[config.mk]
export PLATFORM = sky130hd
export DESIGN_NAME = alu_arbiter_flat
export DESIGN_NICKNAME = d
export VERILOG_FILES = /design/src/rtl/alu_pkg.sv /design/src/rtl/alu_arbiter_if.sv /design/src/rtl/rr_arb2.sv /design/src/rtl/alu_arbiter.sv /design/src/flat_wrapper.sv
export SDC_FILE = /design/constraint.sdc
export NUM_CORES = 1
export LEC_CHECK = 0
export ABC_AREA = 1
export BUFFER_PORTS_ARGS = -buffer_cell sky130_fd_sc_hd__buf_4
export CAP_MARGIN = 15
export CORE_UTILIZATION = 45
export DETAILED_ROUTE_END_ITERATION = 16
export PLACE_DENSITY = 0.8
export SYNTH_ARGS = -nofsm -noshare
export SYNTH_HDL_FRONTEND = slang
export SYNTH_SLANG_ARGS = --single-unit
[constraint.sdc]
create_clock -name clk -period 1.37 [get_ports clk]
set_input_delay 0.0685 -clock clk [delete_from_list [all_inputs] [get_ports clk]]
set_output_delay 0.0685 -clock clk [all_outputs]
set_load 0.01 [all_outputs]
[src/rtl/alu_pkg.sv]
// Shared definitions for the ALU arbiter slice.
//   DEFAULT_DATA_WIDTH : default operand/result width
//   alu_op_e           : ALU control codes understood by the shared ALU
//   arb_state_e        : arbiter FSM states
//   is_legal_op()      : true for codes the shared ALU implements
package alu_pkg;

  localparam int DEFAULT_DATA_WIDTH = 32;

  typedef enum logic [3:0] {
    OP_ADD = 4'b0000,
    OP_SUB = 4'b0001,
    OP_AND = 4'b0010,
    OP_OR  = 4'b0011,
    OP_SLL = 4'b0100,
    OP_SLT = 4'b0101,
    OP_SRL = 4'b0110,
    OP_SRA = 4'b0111,
    OP_BGE = 4'b1000,
    OP_XOR = 4'b1001
  } alu_op_e;

  typedef enum logic [1:0] {
    IDLE = 2'd0,
    EXEC = 2'd1,
    RESP = 2'd2
  } arb_state_e;

  function automatic logic is_legal_op(input logic [3:0] code);
    return code <= 4'b1001;
  endfunction

endpackage

[src/rtl/alu_arbiter_if.sv]
// Two-requester request/response bundle between the requesters and the arbiter.
//   req_valid/req_ready : per-requester request handshake (bit i = requester i)
//   req_op1/req_op2     : per-requester operands
//   req_ctrl            : per-requester ALU control code
//   rsp_valid/rsp_ready : per-requester response handshake
//   rsp_data/eq/err     : shared response payload
// master = requester side, slave = arbiter side.
interface alu_arbiter_if
  import alu_pkg::*;
#(
  parameter int DATA_WIDTH = DEFAULT_DATA_WIDTH
);

  logic [1:0]                 req_valid;
  logic [1:0]                 req_ready;
  logic [1:0][DATA_WIDTH-1:0] req_op1;
  logic [1:0][DATA_WIDTH-1:0] req_op2;
  logic [1:0][3:0]            req_ctrl;
  logic [1:0]                 rsp_valid;
  logic [1:0]                 rsp_ready;
  logic [DATA_WIDTH-1:0]      rsp_data;
  logic                       rsp_eq;
  logic                       rsp_err;

  modport master (
    output req_valid, req_op1, req_op2, req_ctrl, rsp_ready,
    input  req_ready, rsp_valid, rsp_data, rsp_eq, rsp_err
  );

  modport slave (
    input  req_valid, req_op1, req_op2, req_ctrl, rsp_ready,
    output req_ready, rsp_valid, rsp_data, rsp_eq, rsp_err
  );

endinterface

[src/rtl/rr_arb2.sv]
// Two-way round-robin picker (purely combinational).
//   valid : request valid per requester
//   ptr   : preferred requester when both are valid
//   grant : one-hot grant, 00 when nothing is valid
module rr_arb2 (
  input  logic [1:0] valid,
  input  logic       ptr,
  output logic [1:0] grant
);

  // A lone requester wins regardless of the pointer.
  always_comb begin
    grant = valid;
    if (valid == 2'b11) grant = ptr ? 2'b10 : 2'b01;
  end

endmodule

[src/rtl/alu_arbiter.sv]
// Arbitrates two requesters onto one shared combinational ALU, one
// transaction in flight: IDLE (grant + capture) -> EXEC (drive ALU,
// register result) -> RESP (hold response until the granted requester
// accepts it).
//   clk, rst_n          : clock, asynchronous active-low reset
//   bus                 : request/response bundle (slave side)
//   alu_op1/op2/ctrl    : operands and code to the shared ALU (0 outside EXEC)
//   alu_result, alu_eq  : combinational return from the shared ALU
module alu_arbiter
  import alu_pkg::*;
#(
  parameter int DATA_WIDTH = DEFAULT_DATA_WIDTH
) (
  input  logic                  clk,
  input  logic                  rst_n,
  alu_arbiter_if.slave          bus,
  output logic [DATA_WIDTH-1:0] alu_op1,
  output logic [DATA_WIDTH-1:0] alu_op2,
  output logic [3:0]            alu_ctrl,
  input  logic [DATA_WIDTH-1:0] alu_result,
  input  logic                  alu_eq
);

  arb_state_e            state_q, state_d;
  logic                  ptr_q;
  logic [1:0]            pick;
  logic                  sel;
  logic [1:0]            grant_q;
  logic [DATA_WIDTH-1:0] op1_q, op2_q;
  logic [3:0]            ctrl_q;
  logic                  legal_q;
  logic [DATA_WIDTH-1:0] res_q;
  logic                  eq_q, err_q;
  logic                  rsp_done;

  rr_arb2 u_arb (
    .valid (bus.req_valid),
    .ptr   (ptr_q),
    .grant (pick)
  );

  assign sel      = pick[1];
  assign rsp_done = |(bus.rsp_ready & grant_q);

  assign bus.rsp_data = res_q;
  assign bus.rsp_eq   = eq_q;
  assign bus.rsp_err  = err_q;

  always_comb begin
    state_d       = state_q;
    bus.req_ready = 2'b00;
    bus.rsp_valid = 2'b00;
    alu_op1       = '0;
    alu_op2       = '0;
    alu_ctrl      = 4'b0000;
    unique case (state_q)
      IDLE: begin
        // rst_n gating keeps req_ready at 00 while reset is held.
        if (rst_n && (|bus.req_valid)) begin
          bus.req_ready = pick;
          state_d       = EXEC;
        end
      end
      EXEC: begin
        // Illegal codes still flow through EXEC but present a neutral ALU input.
        if (legal_q) begin
          alu_op1  = op1_q;
          alu_op2  = op2_q;
          alu_ctrl = ctrl_q;
        end
        state_d = RESP;
      end
      RESP: begin
        bus.rsp_valid = grant_q;
        if (rsp_done) state_d = IDLE;
      end
      default: state_d = IDLE;
    endcase
  end

  // NOTE: sequential state uses non-blocking assignments so every register samples pre-edge values.
  // NOTE: the payload/result registers are reset too, so the response bus reads 0 out of reset.
  always_ff @(posedge clk or negedge rst_n) begin
    if (!rst_n) begin
      state_q <= IDLE;
      ptr_q   <= 1'b0;
      grant_q <= 2'b00;
      op1_q   <= '0;
      op2_q   <= '0;
      ctrl_q  <= 4'b0000;
      legal_q <= 1'b0;
      res_q   <= '0;
      eq_q    <= 1'b0;
      err_q   <= 1'b0;
    end else begin
      state_q <= state_d;
      unique case (state_q)
        IDLE: begin
          if (|bus.req_valid) begin
            grant_q <= pick;
            op1_q   <= bus.req_op1[sel];
            op2_q   <= bus.req_op2[sel];
            ctrl_q  <= bus.req_ctrl[sel];
            legal_q <= is_legal_op(bus.req_ctrl[sel]);
          end
        end
        EXEC: begin
          res_q <= legal_q ? alu_result : '0;
          eq_q  <= legal_q & alu_eq;
          err_q <= ~legal_q;
        end
        RESP: begin
          // Prefer the other requester next time: after requester 0, point at 1.
          if (rsp_done) ptr_q <= grant_q[0];
        end
        default: ;
      endcase
    end
  end

endmodule

[src/flat_wrapper.sv]
// flat-port wrapper written by rule: the top's interface ports become plain ports
module alu_arbiter_flat import alu_pkg::*;
#(
  parameter int DATA_WIDTH = DEFAULT_DATA_WIDTH
)
  (clk, rst_n, alu_op1, alu_op2, alu_ctrl, alu_result, alu_eq, bus_req_valid, bus_req_op1, bus_req_op2, bus_req_ctrl, bus_rsp_ready, bus_req_ready, bus_rsp_valid, bus_rsp_data, bus_rsp_eq, bus_rsp_err);
  alu_arbiter_if #(.DATA_WIDTH(DATA_WIDTH)) bus_i ();
  input  logic clk;
  input  logic rst_n;
  output logic [DATA_WIDTH-1:0] alu_op1;
  output logic [DATA_WIDTH-1:0] alu_op2;
  output logic [3:0] alu_ctrl;
  input  logic [DATA_WIDTH-1:0] alu_result;
  input  logic alu_eq;
  input wire logic [$bits(bus_i.req_valid)-1:0] bus_req_valid;
  input wire logic [$bits(bus_i.req_op1)-1:0] bus_req_op1;
  input wire logic [$bits(bus_i.req_op2)-1:0] bus_req_op2;
  input wire logic [$bits(bus_i.req_ctrl)-1:0] bus_req_ctrl;
  input wire logic [$bits(bus_i.rsp_ready)-1:0] bus_rsp_ready;
  output wire logic [$bits(bus_i.req_ready)-1:0] bus_req_ready;
  output wire logic [$bits(bus_i.rsp_valid)-1:0] bus_rsp_valid;
  output wire logic [$bits(bus_i.rsp_data)-1:0] bus_rsp_data;
  output wire logic [$bits(bus_i.rsp_eq)-1:0] bus_rsp_eq;
  output wire logic [$bits(bus_i.rsp_err)-1:0] bus_rsp_err;
  assign bus_i.req_valid = bus_req_valid;
  assign bus_i.req_op1 = bus_req_op1;
  assign bus_i.req_op2 = bus_req_op2;
  assign bus_i.req_ctrl = bus_req_ctrl;
  assign bus_i.rsp_ready = bus_rsp_ready;
  assign bus_req_ready = bus_i.req_ready;
  assign bus_rsp_valid = bus_i.rsp_valid;
  assign bus_rsp_data = bus_i.rsp_data;
  assign bus_rsp_eq = bus_i.rsp_eq;
  assign bus_rsp_err = bus_i.rsp_err;
  alu_arbiter #(.DATA_WIDTH(DATA_WIDTH)) u_core (.clk(clk), .rst_n(rst_n), .bus(bus_i), .alu_op1(alu_op1), .alu_op2(alu_op2), .alu_ctrl(alu_ctrl), .alu_result(alu_result), .alu_eq(alu_eq));
endmodule
==> results by group, run 1 <==
Clock tree
  – CTS max path bufs: 2
  – H-tree Lvls: 3
  – CTS Sinks: 108
  – Root buf cell: clkbuf_16
  – TritonCTS Buffers: 9

Synthesis
  – Post-synthesis cell type count: 23
  – Area leader, netlist: dfrtp_1
  – Synth top area share: 51.72%
  – Seq cells post-synth: 108
  – Synth area leaders: dfrtp_1 52%, nand2_1 11%, nor2_1 10%
  – Synth Net Count: 822
  – Ys Warns: 0
  – Post-Synthesis Cell Area: 5225 sq um
  – Sequential area share after synthesis: 51.72%
  – Avg Inst Size Synth: 8.076 sq um
  – Mapped Cells: 647

Status
  – Last stage: global routing (5_1_grt)
  – Run Error: [ERROR GRT-0232] Routing congestion too high. Check the congestion heatmap in the GUI.
  – Run status: aborted with a tool error

Placement
  – GPL Wtd Cong: 0.9049
  – Placed cell count: 1039
  – IO Port Bufs: 280
  – DP HPWL: 12230 um

Global routing
  – All-Layer GR Usage: 67.27%
  – Largest net degree at the start of global routing: 109
  – Total gr overflow: 3

Timing
  – Post-GRT worst EP: alu_op2[17]
  – Worst-path end type: top-level output

Floorplan
  – Row count: 38
  – Die width: 109.8 um
  – Initial Utilization: 47.17%
  – Die H: 109.8 um
  – I/O Pins: 281
[cells by family after synthesis]
logic type | Yosys count | share of synthesized area [%]
AND/OR/NAND/NOR | 302 | 22.17
flip-flops | 108 | 51.72
AO/OA/AOI/OAI | 171 | 20.23
buffers and inverters | 66 | 5.867
[per-stage QoR]
step | worst slack, ps | area [sq um]
after detailed placement | 3.796 | 7540
after floorplan | 110.9 | 5225
after CTS | -220.6 | 9806
after global placement | 57.84 | 7540
[routing by layer]
layer	overflow	GRT usage (%)
met1	0	65.33
met2	2	88.86
met3	0	50.56
met4	1	65.90
met5	0	7.589
[Yosys cell counts]
master and number:
buf_1 3, clkinv_1 1, buf_6 2, nand2_2 2, nor3_1 1, o21ai_1 54, inv_1 11, nand2_1 151
a22o_1 33, buf_2 23, clkbuf_1 19, o21ai_2 20, a21oi_1 1, buf_4 4, nor2_1 143, nor2_2 1
inv_2 3, o21a_1 1, nor2_4 1, dfrtp_1 108, nand3b_1 2, nand3_1 1, o21ai_0 62
[what timing repair did]
action                                  CTS
endpoints found under the hold margin   203
pin swaps                                15
endpoints found under the setup margin   95
setup buffers                            16
hold buffers                            108
resized for setup                       155
cloned                                   12
==> run 2: changes to the inputs <==
Settings changed: CORE_UTILIZATION 45 to 30, PLACE_DENSITY 0.8 to not set, PLACE_DENSITY_LB_ADDON set to 0.15.
==> results by group, run 2 <==
Floorplan
  – Die width: 134.0 um (was 109.8 um)
  – Core Area: 16820 sq um
  – Die footprint: 17950 sq um
  – I/O Pins: 281 (unchanged)
  – Initial Utilization: 31.07% (was 47.17%)
  – Die H: 134.0 um (was 109.8 um)
  – Row count: 47 (was 38)

Status
  – Run status: finished, violations left (was aborted with a tool error)
  – Violated checks: negative hold slack, negative setup slack

Drt
  – First-pass iteration count of the detailed router: 4
  – Routed length per instance: 16.36 um
  – Iteration-0 DRC Markers: 261
  – Vias per cell: 4.699
  – DRC errors left: 0
  – DR vias: 6090
  – Detail Route Antenna Nets: 0
  – DRT Wirelength: 21200 um

Critical path
  – Max FO, Critical Path: 17
  – WP data arrival: 1490 ps
  – Critical Path End Type: output port
  – R2r setup slk: -140 ps
  – Required @ worst endpoint: 1300 ps
  – Critical Path Source Type: flip-flop
  – Setup CP Type: reg2out

Synthesis
  – Synth Net Count: 822 (unchanged)
  – Post-synth ARST share: 100.0% (unchanged)
  – Most common flop cell mapped by yosys: dfrtp_1 (unchanged)
  – Mapped Cells: 647 (unchanged)
  – Post-Synthesis Cell Area: 5225 sq um (unchanged)
  – Ys Warns: 0 (unchanged)
  – Synth area leaders: dfrtp_1 52%, nand2_1 11%, nor2_1 10% (unchanged)
  – Post-synth EDFFs: 0 (unchanged)
  – Sequential area share after synthesis: 51.72% (unchanged)
  – Post-synthesis cell type count: 23 (unchanged)
  – Area leader, netlist: dfrtp_1 (unchanged)
  – Post-synth top cells: 151 x nand2_1, 143 x nor2_1, 108 x dfrtp_1 (unchanged)
  – Seq cells post-synth: 108 (unchanged)
  – Avg Inst Size Synth: 8.076 sq um (unchanged)
  – Synth top area share: 51.72% (unchanged)
  – Top-count cell post-synth: nand2_1 (unchanged)

Clock tree
  – CTS tree: yes
  – H-tree Lvls: 3 (unchanged)
  – CTS Sinks: 108 (unchanged)
  – Worst-path clk slew: 80 ps
  – Root buf cell: clkbuf_16 (unchanged)
  – CTS max path bufs: 2 (unchanged)
  – Worst skew pair latency: 360 ps
  – TritonCTS Buffers: 9 (unchanged)

Global routing
  – First-pass GRT wire length: 31370 um
  – Largest net degree at the start of global routing: 39
  – All-Layer GR Usage: 22.32%
  – Initial antenna violation count: 1
  – Total gr overflow: 0
  – Vias in the first global route: 6251

Power
  – P_leak: 4.825 nW
  – Psw: 6.862 mW
  – Peak supply drop: 0.9094 mV
  – Clock power frac: 15.6%
  – Power per cell area: 1755 nW/um^2
  – Sw Share: 38.93%
  – Reg power frac: 32.2%
  – Internal power: 10.76 mW
  – Comb power frac: 52.2%

Timing
  – Final Cycle Share: 113.6%
  – Final WS setup: -186.4 ps
  – Final Max Slew Viols: 0
  – Achievable Freq: 0.6425 GHz
  – RSZ-0062 raised after global routing: true
  – Tmin final: 1556 ps
  – Clk_skew: 8.775 ps
  – Actual slew at the worst max-slew pin: 646.0 ps
  – Slew headroom: 56.79%
  – # setup viols final: 126
  – Hold_ws: -13.03 ps
  – Final hold violations: 6

Layout
  – Share of cells above drive strength 1: 41.64%
  – Nets: 1246
  – Synthesis-to-finish area growth: 92.19%
  – Most common cell after layout, fill and taps aside: buf_4
  – Most frequent cells in the layout: 291 x buf_4, 144 x nand2_1, 132 x dlygate4sd3_1
  – Ant diodes: 0

Placement
  – IO Port Bufs: 280 (unchanged)
  – Pre-CTS setup slack: 39.39 ps (was 3.796 ps)
  – GPL Wtd Cong: 0.7716 (was 0.9049)
  – DP HPWL: 12680 um (was 12230 um)

Hold path
  – Worst hold path class: in2reg

Job
  – Max-cap violations: 0
## run 2: cell counts after synthesis
Identical to the previous run, type by type.
## run 2: routing by layer
metal  GRT usage [%]  wire length [um]
met3           5.669              1498
met5               0                 0
met2           39.23             10550
met4           8.018               368
met1           26.17              8791
## run 2: repair_timing
item,CTS,global route
setup endpoints to repair,70,193
cloned,2,7
setup buffers,5,12
hold buffers,131,2
pin swaps,18,11
gates resized for setup,43,91
endpoints found under the hold margin,204,54
## run 2: path summary, 6_finish.rpt
check,startpoint,endpoint,cells past startpoint
max reg2reg,u_core.state_q[1],u_core.op1_q[1],7
min in group asynchronous,rst_n,u_core.bus.rsp_data[10],2
max in group asynchronous,rst_n,u_core.bus.rsp_data[19],3
max,u_core.state_q[1],alu_op2[5],5
min,bus_req_op1[16],u_core.op1_q[16],3
min reg2reg,u_core.op1_q[7],u_core.op1_q[7],2
## run 2: final cells by class
class                      instances  area (sq um)
tap                              220         275.3
sequential                       108          2704
timing repair buffer             464          4230
inverter                          15         68.82
clock buffer                       9         225.2
clock inverter                     7         82.58
fill                            1486          6777
multi-input combinational        473          2456
## run 2: cell families after synthesis
group                  count (synthesis)  synth area share [%]
and+or+nand+nor                      302                 22.17
AOI/OAI and AO/OA                    171                 20.23
DFF                                  108                 51.72
buffers and inverters                 66                 5.867
## run 2: worst max-delay path: stages, from the launching register on
cell     delay [ps]
dfrtp_1         420
nor2_4          190
inv_8           100
buf_12          170
nor2_2          110
buf_4           130
## run 2: power by group through the flow
stage	Clock [mW]	Combinational [mW]	Sequential (mW)
finish	2.75	9.19	5.68
global placement	0	7.31	5.63
floorplan	0	3.96	5.72
detailed placement	0	7.33	5.66
CTS	2.84	8.23	5.63
global route	2.95	10.1	5.88
## run 2: stage by stage
| step | area [sq um] | std cells | power [mW] | setup TNS (ps) | util, % |
|---|---|---|---|---|---|
| finish | 10040 | 1296 | 17.63 | -13060 | 59.71 |
| global route | 10040 | 1296 | 18.88 | -20230 | 59.71 |
| CTS | 9578 | 1278 | 16.70 | -16670 | 56.95 |
| detailed placement | 7727 | 1124 | 12.99 | 0 | 45.95 |
| global placement | 7727 | 1124 | 12.94 | 0 | 45.95 |
| floorplan | 5225 | 647 | 9.687 | 0 | - |
Power figures use the tool's default switching activity.
==> run 3: changes to the inputs <==
Settings changed: MAX_ROUTING_LAYER set to met4.
==> results by group, run 3 (synthesis results as in run 2) <==
Global routing
  – Vias in the first global route: 6252 (was 6251)
  – Largest net degree at the start of global routing: 39 (unchanged)
  – Total gr overflow: 0 (unchanged)
  – First-pass GRT wire length: 31400 um (was 31370 um)
  – All-Layer GR Usage: 23.00% (was 22.32%)
  – Initial antenna violation count: 1 (unchanged)

Floorplan
  – Die H: 134.0 um (unchanged)
  – Initial Utilization: 31.07% (unchanged)
  – Die footprint: 17950 sq um (unchanged)
  – I/O Pins: 281 (unchanged)
  – Die width: 134.0 um (unchanged)
  – Row count: 47 (unchanged)
  – Core Area: 16820 sq um (unchanged)

Timing
  – Setup_tns: -12820 ps (was -13060 ps)
  – RSZ-0062 raised after global routing: true (unchanged)
  – Final Max Slew Viols: 0 (unchanged)
  – Final Cycle Share: 113.2% (was 113.6%)
  – Final hold violations: 5 (was 6)
  – Clk_skew: 6.161 ps (was 8.775 ps)
  – Tmin final: 1551 ps (was 1556 ps)
  – Slew headroom: 55.11% (was 56.79%)
  – Final WS setup: -181.2 ps (was -186.4 ps)
  – Achievable Freq: 0.6447 GHz (was 0.6425 GHz)
  – Hold_ws: -8.808 ps (was -13.03 ps)
  – # setup viols final: 130 (was 126)
  – Actual slew at the worst max-slew pin: 671.2 ps (was 646.0 ps)

Clock tree
  – Worst-path clk slew: 80 ps (about the same)
  – TritonCTS Buffers: 9 (unchanged)
  – H-tree Lvls: 3 (unchanged)
  – Worst skew pair latency: 350 ps (was 360 ps)
  – CTS tree: yes (unchanged)
  – CTS Sinks: 108 (unchanged)
  – CTS max path bufs: 2 (unchanged)
  – Root buf cell: clkbuf_16 (unchanged)

Status
  – Violated checks: negative hold slack, negative setup slack (unchanged)
  – Run status: finished, violations left (unchanged)

Critical path
  – WP data arrival: 1480 ps (was 1490 ps)
  – Slowest CP cell: dfrtp_1 (unchanged)
  – Max FO, Critical Path: 17 (unchanged)
  – Worst R2R Path Depth: 7 (unchanged)
  – Max stage delay on crit path: 420 ps (about the same)
  – Critical Path Source Type: flip-flop (unchanged)
  – Setup CP Type: reg2out (unchanged)
  – Required @ worst endpoint: 1300 ps (about the same)
  – Critical Path End Type: output port (unchanged)
  – Critical path, cell by cell: nor2_4, inv_8, buf_12, nor2_2, buf_4 (unchanged)

Drt
  – Vias per cell: 4.751 (was 4.699)
  – DR vias: 6167 (was 6090)
  – DRT Wirelength: 21420 um (was 21200 um)
  – Routed length per instance: 16.50 um (was 16.36 um)
  – DRC errors left: 0 (unchanged)
  – First-pass iteration count of the detailed router: 5 (was 4)
  – Iteration-0 DRC Markers: 275 (was 261)
  – Detail Route Antenna Nets: 0 (unchanged)

Layout
  – Ant diodes: 0 (unchanged)
  – Most common cell after layout, fill and taps aside: buf_4 (unchanged)
  – Register area: 2704 sq um (unchanged)
  – Multi-input gate area: 2461 sq um (was 2456 sq um)
  – Nets: 1248 (was 1246)
  – Most frequent cells in the layout: 289 x buf_4, 145 x nand2_1, 132 x dlygate4sd3_1 (was 291 x buf_4, 144 x nand2_1, 132 x dlygate4sd3_1)
  – Synthesis-to-finish area growth: 93.13% (was 92.19%)
  – Share of cells above drive strength 1: 41.74% (was 41.64%)
  – Final Core Density: 60.00% (was 59.71%)
  – Fillers: 1478 (was 1486)

Placement
  – DP HPWL: 12680 um (unchanged)
  – IO Port Bufs: 280 (unchanged)
  – GPL Wtd Cong: 0.7820 (was 0.7716)
  – Pre-CTS setup slack: 39.39 ps (unchanged)

Hold path
  – Worst hold path class: in2reg (unchanged)
  – Hold path depth: 3 (unchanged)

Power
  – Peak supply drop: 0.9078 mV (was 0.9094 mV)
  – P_leak: 4.847 nW (was 4.825 nW)
  – Power per cell area: 1757 nW/um^2 (was 1755 nW/um^2)

Job
  – Max-cap violations: 0 (unchanged)
## run 3: layout make-up
cell class              instances  share of cell area, %
clock buffers                   9                  2.232
inverters                      15                 0.6820
clock inverters                 7                 0.8184
well taps                     220                  2.728
repair buffers                466                  42.36
flip-flops and latches        108                  26.79
multi-input cells             473                  24.39
## run 3: worst paths after layout
check | startpoint | to | slack (ps)
min in group asynchronous | rst_n | u_core.bus.rsp_data[10] | 340
max reg2reg | u_core.state_q[1] | u_core.op1_q[1] | -140
max | u_core.state_q[1] | alu_op2[5] | -180
min | bus_req_op1[16] | u_core.op1_q[16] | -9
min reg2reg | u_core.op1_q[7] | u_core.op1_q[7] | 480
max in group asynchronous | rst_n | u_core.bus.rsp_data[19] | 220
## run 3: timing repair
action | 4_1_cts | 5_1_grt
hold buffers | 131 | 2
pin swaps | 18 | 13
buffers inserted | 5 | 13
gates cloned | 2 | 8
resized for setup | 43 | 95
setup endpoints to repair | 70 | 193
endpoints found under the hold margin | 204 | 54
## run 3: through the flow
step / power [mW] / cells / cell area, sq um
6_report: 17.73 / 1298 / 10090
5_1_grt: 18.95 / 1298 / 10090
4_1_cts: 16.70 / 1278 / 9578
3_5_place_dp: 12.99 / 1124 / 7727
3_3_place_gp: 12.94 / 1124 / 7727
2_1_floorplan: 9.687 / 647 / 5225
## run 3: worst max-delay path: cells and delay by family (launching register included)
kind	cells	cell delay (ps)
flops	1	420
buf+inv	3	400
simple gates	2	300
## run 3: metal layers
layer / vias to the layer above / part of all wire (%) / global-route usage [%]
met5: - / 0 / -
met4: 0 / 1.8 / 8.018
met3: 32 / 5.9 / 4.913
met2: 225 / 50 / 39.26
met1: 2946 / 42 / 26.63
li1: 2964 / - / -
## run 3: power breakdown
part / leakage [nW] / switching, mW / internal [mW]
Clock: 0.145 / 1.30 / 1.45
Combinational: 3.37 / 4.72 / 4.58
Sequential: 1.33 / 0.900 / 4.78
Total: 4.85 / 6.92 / 10.8
==> run 4: changes to the inputs <==
Settings changed: ABC_AREA 1 to not set.
==> results by group, run 4 <==
Timing
  – # setup viols final: 171 (was 130)
  – Slew headroom: 60.02% (was 55.11%)
  – Final Max Slew Viols: 0 (unchanged)
  – Actual slew at the worst max-slew pin: 599.7 ps (was 671.2 ps)
  – Final hold violations: 0 (was 5)
  – Final WS setup: -340.2 ps (was -181.2 ps)
  – Achievable Freq: 0.5847 GHz (was 0.6447 GHz)
  – Tmin final: 1710 ps (was 1551 ps)
  – Clk_skew: 8.093 ps (was 6.161 ps)
  – RSZ-0062 raised after global routing: true (unchanged)
  – Final Cycle Share: 124.8% (was 113.2%)

Clock tree
  – CTS Sinks: 108 (unchanged)
  – H-tree Lvls: 3 (unchanged)
  – CTS tree: yes (unchanged)
  – Worst skew pair latency: 360 ps (was 350 ps)
  – Worst-path clk slew: 80 ps (about the same)
  – CTS max path bufs: 2 (unchanged)
  – TritonCTS Buffers: 9 (unchanged)
  – Root buf cell: clkbuf_16 (unchanged)

Synthesis
  – Post-synth top cells: 108 x dfrtp_1, 70 x a21oi_1, 70 x and2_1, 70 x nand3_1, 68 x o21ai_0 (was 151 x nand2_1, 143 x nor2_1, 108 x dfrtp_1)
  – Top-count cell post-synth: dfrtp_1 (was nand2_1)
  – Post-synth EDFFs: 0 (unchanged)
  – Synth Area in XOR/XNOR: 0% (unchanged)
  – Post-synthesis compound-gate area fraction: 26.55% (was 20.23%)
  – Post-Synth Simple-Gate Area: 16.65% (was 22.17%)
  – Synth area leaders: dfrtp_1 50%, and2_1 8.1%, a31oi_1 7.7% (was dfrtp_1 52%, nand2_1 11%, nor2_1 10%)
  – Post-synth ARST share: 100.0% (unchanged)
  – Synth top area share: 49.87% (was 51.72%)
  – Post-synthesis cell type count: 28 (was 23)
  – Area leader, netlist: dfrtp_1 (unchanged)
  – Largest family of logic cells by synthesized area: compound AO/OA/AOI/OAI gates (was simple AND/OR/NAND/NOR gates)
  – Post-Synthesis Cell Area: 5419 sq um (was 5225 sq um)
  – Mapped Cells: 583 (was 647)
  – Post-Synth Adder-Cell Area: 0% (unchanged)
  – Seq cells post-synth: 108 (unchanged)
  – Synth Net Count: 758 (was 822)
  – Most common flop cell mapped by yosys: dfrtp_1 (unchanged)
  – Sequential area share after synthesis: 49.87% (was 51.72%)
  – Mux cell area share after synthesis: 0.2078% (was 0%)
  – Ys Warns: 0 (unchanged)
  – Avg Inst Size Synth: 9.295 sq um (was 8.076 sq um)

Global routing
  – Met1 Use GR: 30.31% (was 26.63%)
  – Vias in the first global route: 6718 (was 6252)
  – Initial antenna violation count: 0 (was 1)
  – GR Layer Usage met2: 41.85% (was 39.26%)
  – GRT met3 Usage: 5.369% (was 4.913%)
  – Total gr overflow: 0 (unchanged)
  – Gr busiest metal: met2 (unchanged)
  – All-Layer GR Usage: 25.34% (was 23.00%)
  – Largest net degree at the start of global routing: 109 (was 39)
  – First-pass GRT wire length: 35190 um (was 31400 um)

Power
  – Peak supply drop: 1.053 mV (was 0.9078 mV)
  – Design Power: 17.74 mW (was 17.73 mW)
  – P_leak: 4.747 nW (was 4.847 nW)
  – Power per cell area: 1699 nW/um^2 (was 1757 nW/um^2)

Layout
  – Ant diodes: 0 (unchanged)
  – Synthesis-to-finish area growth: 92.66% (was 93.13%)
  – Most common cell after layout, fill and taps aside: buf_4 (unchanged)
  – Share of cells above drive strength 1: 39.49% (was 41.74%)
  – Nets: 1188 (was 1248)
  – Most frequent cells in the layout: 274 x buf_4, 151 x dlygate4sd3_1, 107 x dfrtp_1 (was 289 x buf_4, 145 x nand2_1, 132 x dlygate4sd3_1)
  – Post-layout instance area: 10440 sq um (was 10090 sq um)

Status
  – Violated checks: negative setup slack (was negative hold slack, negative setup slack)
  – Run status: finished, violations left (unchanged)

Floorplan
  – Die width: 136.4 um (was 134.0 um)
  – I/O Pins: 281 (unchanged)
  – Row count: 48 (was 47)
  – Die H: 136.4 um (was 134.0 um)
  – Core Area: 17480 sq um (was 16820 sq um)
  – Die footprint: 18610 sq um (was 17950 sq um)
  – Initial Utilization: 31.01% (was 31.07%)

Critical path
  – Worst path buffer plus inverter count: 5 (was 3)
  – Setup crit end: u_core.op2_q[14] (was alu_op2[5])
  – Slowest CP cell: dfrtp_1 (unchanged)
  – R2r setup slk: -340 ps (was -140 ps)
  – Max FO, Critical Path: 7 (was 17)
  – Crit path depth: 8 (was 5)
  – Max stage delay on crit path: 400 ps (was 420 ps)
  – Worst R2R Path Depth: 8 (was 7)
  – Required @ worst endpoint: 1610 ps (was 1300 ps)
  – Critical Path Source Type: flip-flop (unchanged)
  – Cell family with most CP delay: buffers and inverters (was flip-flops)
  – Setup CP Type: reg2reg (was reg2out)
  – Critical path, cell by cell: buf_4, buf_4, or2_4, nor2_4, buf_12, buf_12, clkbuf_16, a31oi_1 (was nor2_4, inv_8, buf_12, nor2_2, buf_4)
  – Reg-to-Reg Start: u_core.state_q[1] (unchanged)
  – FF-to-FF End: u_core.op2_q[14] (was u_core.op1_q[1])
  – WP data arrival: 1950 ps (was 1480 ps)
  – Critical Path End Type: flip-flop (was output port)
  – Crit path launch: u_core.state_q[1] (unchanged)

Drt
  – DR vias: 6593 (was 6167)
  – Detail Route Antenna Nets: 0 (unchanged)
  – Routed length per instance: 19.39 um (was 16.50 um)
  – DRT Wirelength: 24100 um (was 21420 um)
  – First-pass iteration count of the detailed router: 5 (unchanged)
  – DRC errors left: 0 (unchanged)
  – Iteration-0 DRC Markers: 341 (was 275)
  – Vias per cell: 5.304 (was 4.751)

Placement
  – DP HPWL: 13750 um (was 12680 um)
  – Post-Place Cell Area: 7835 sq um (was 7727 sq um)
  – GPL Wtd Cong: 0.7970 (was 0.7820)
  – Pre-CTS setup slack: -62.79 ps (was 39.39 ps)
  – IO Port Bufs: 280 (unchanged)

Hold path
  – Worst hold path class: in2reg (unchanged)

Job
  – Max-cap violations: 0 (unchanged)
run 4: final cells by class:
class | instances | area (sq um)
Sequential cell | 108 | 2704
Inverter | 4 | 15.01
Clock buffer | 9 | 225.2
Fill cell | 1464 | 7037
Clock inverter | 7 | 60.06
Multi-Input combinational cell | 404 | 2567
Tap cell | 225 | 281.5
Timing Repair Buffer | 486 | 4587
run 4: cells by family after synthesis:
group / count (synthesis)
AO/OA/AOI/OAI: 242
buffers and inverters: 71
flip-flops: 108
AND/OR/NAND/NOR: 161
multiplexers: 1
run 4: what timing repair did:
item / 4_1_cts / 5_1_grt
resized for setup: 40 / 52
pin swaps: 15 / 8
buffers inserted: 10 / 2
hold endpoints to repair: 207 / 0
setup endpoints to repair: 143 / 172
cloned: 4 / 11
hold buffers: 151 / 0
run 4: where the power goes:
| part | internal [mW] | total (mW) | switching [mW] |
|---|---|---|---|
| clock network | 1.27 | 2.63 | 1.36 |
| logic | 5.15 | 9.51 | 4.36 |
| registers | 4.71 | 5.60 | 0.892 |
| total | 11.1 | 17.7 | 6.61 |
run 4: worst min-delay path by stage:
stage,start,to,slack [ps],depth (start not counted)
2_1_floorplan,rst_n,u_core.bus.rsp_data[0],-230,0
3_3_place_gp,rst_n,u_core.op2_q[23],220,2
3_5_place_dp,rst_n,u_core.op2_q[23],240,2
4_1_cts,bus_req_op1[18],u_core.op1_q[18],0.2,3
5_1_grt,bus_req_op1[14],u_core.op1_q[14],10,3
6_report,bus_req_op2[20],u_core.op2_q[20],4,3
run 4: tightest hold or removal path: cells and delay by family:
| kind | cells | cell delay, ps |
|---|---|---|
| buf+inv | 1 | 100 |
| compound gates | 2 | 160 |
run 4: through the flow:
stage | utilization [%] | TNS, ps | std cells | hold slack, ps
4_1_cts | 57.12 | -38460 | 1231 | 0.2321
5_1_grt | 59.74 | -48750 | 1243 | 14.14
3_5_place_dp | 44.83 | -533.6 | 1050 | 236.9
2_1_floorplan | - | 0 | 583 | -227.1
6_report | 59.74 | -39140 | 1243 | 4.411
3_3_place_gp | 44.83 | -56.58 | 1050 | 224.6
run 4: per-layer routing:
layer / vias up / share of wire (%)
met2: 313 / 49
li1: 2990 / -
met4: 0 / 2.1
met5: - / 0
met3: 46 / 7.4
met1: 3244 / 41
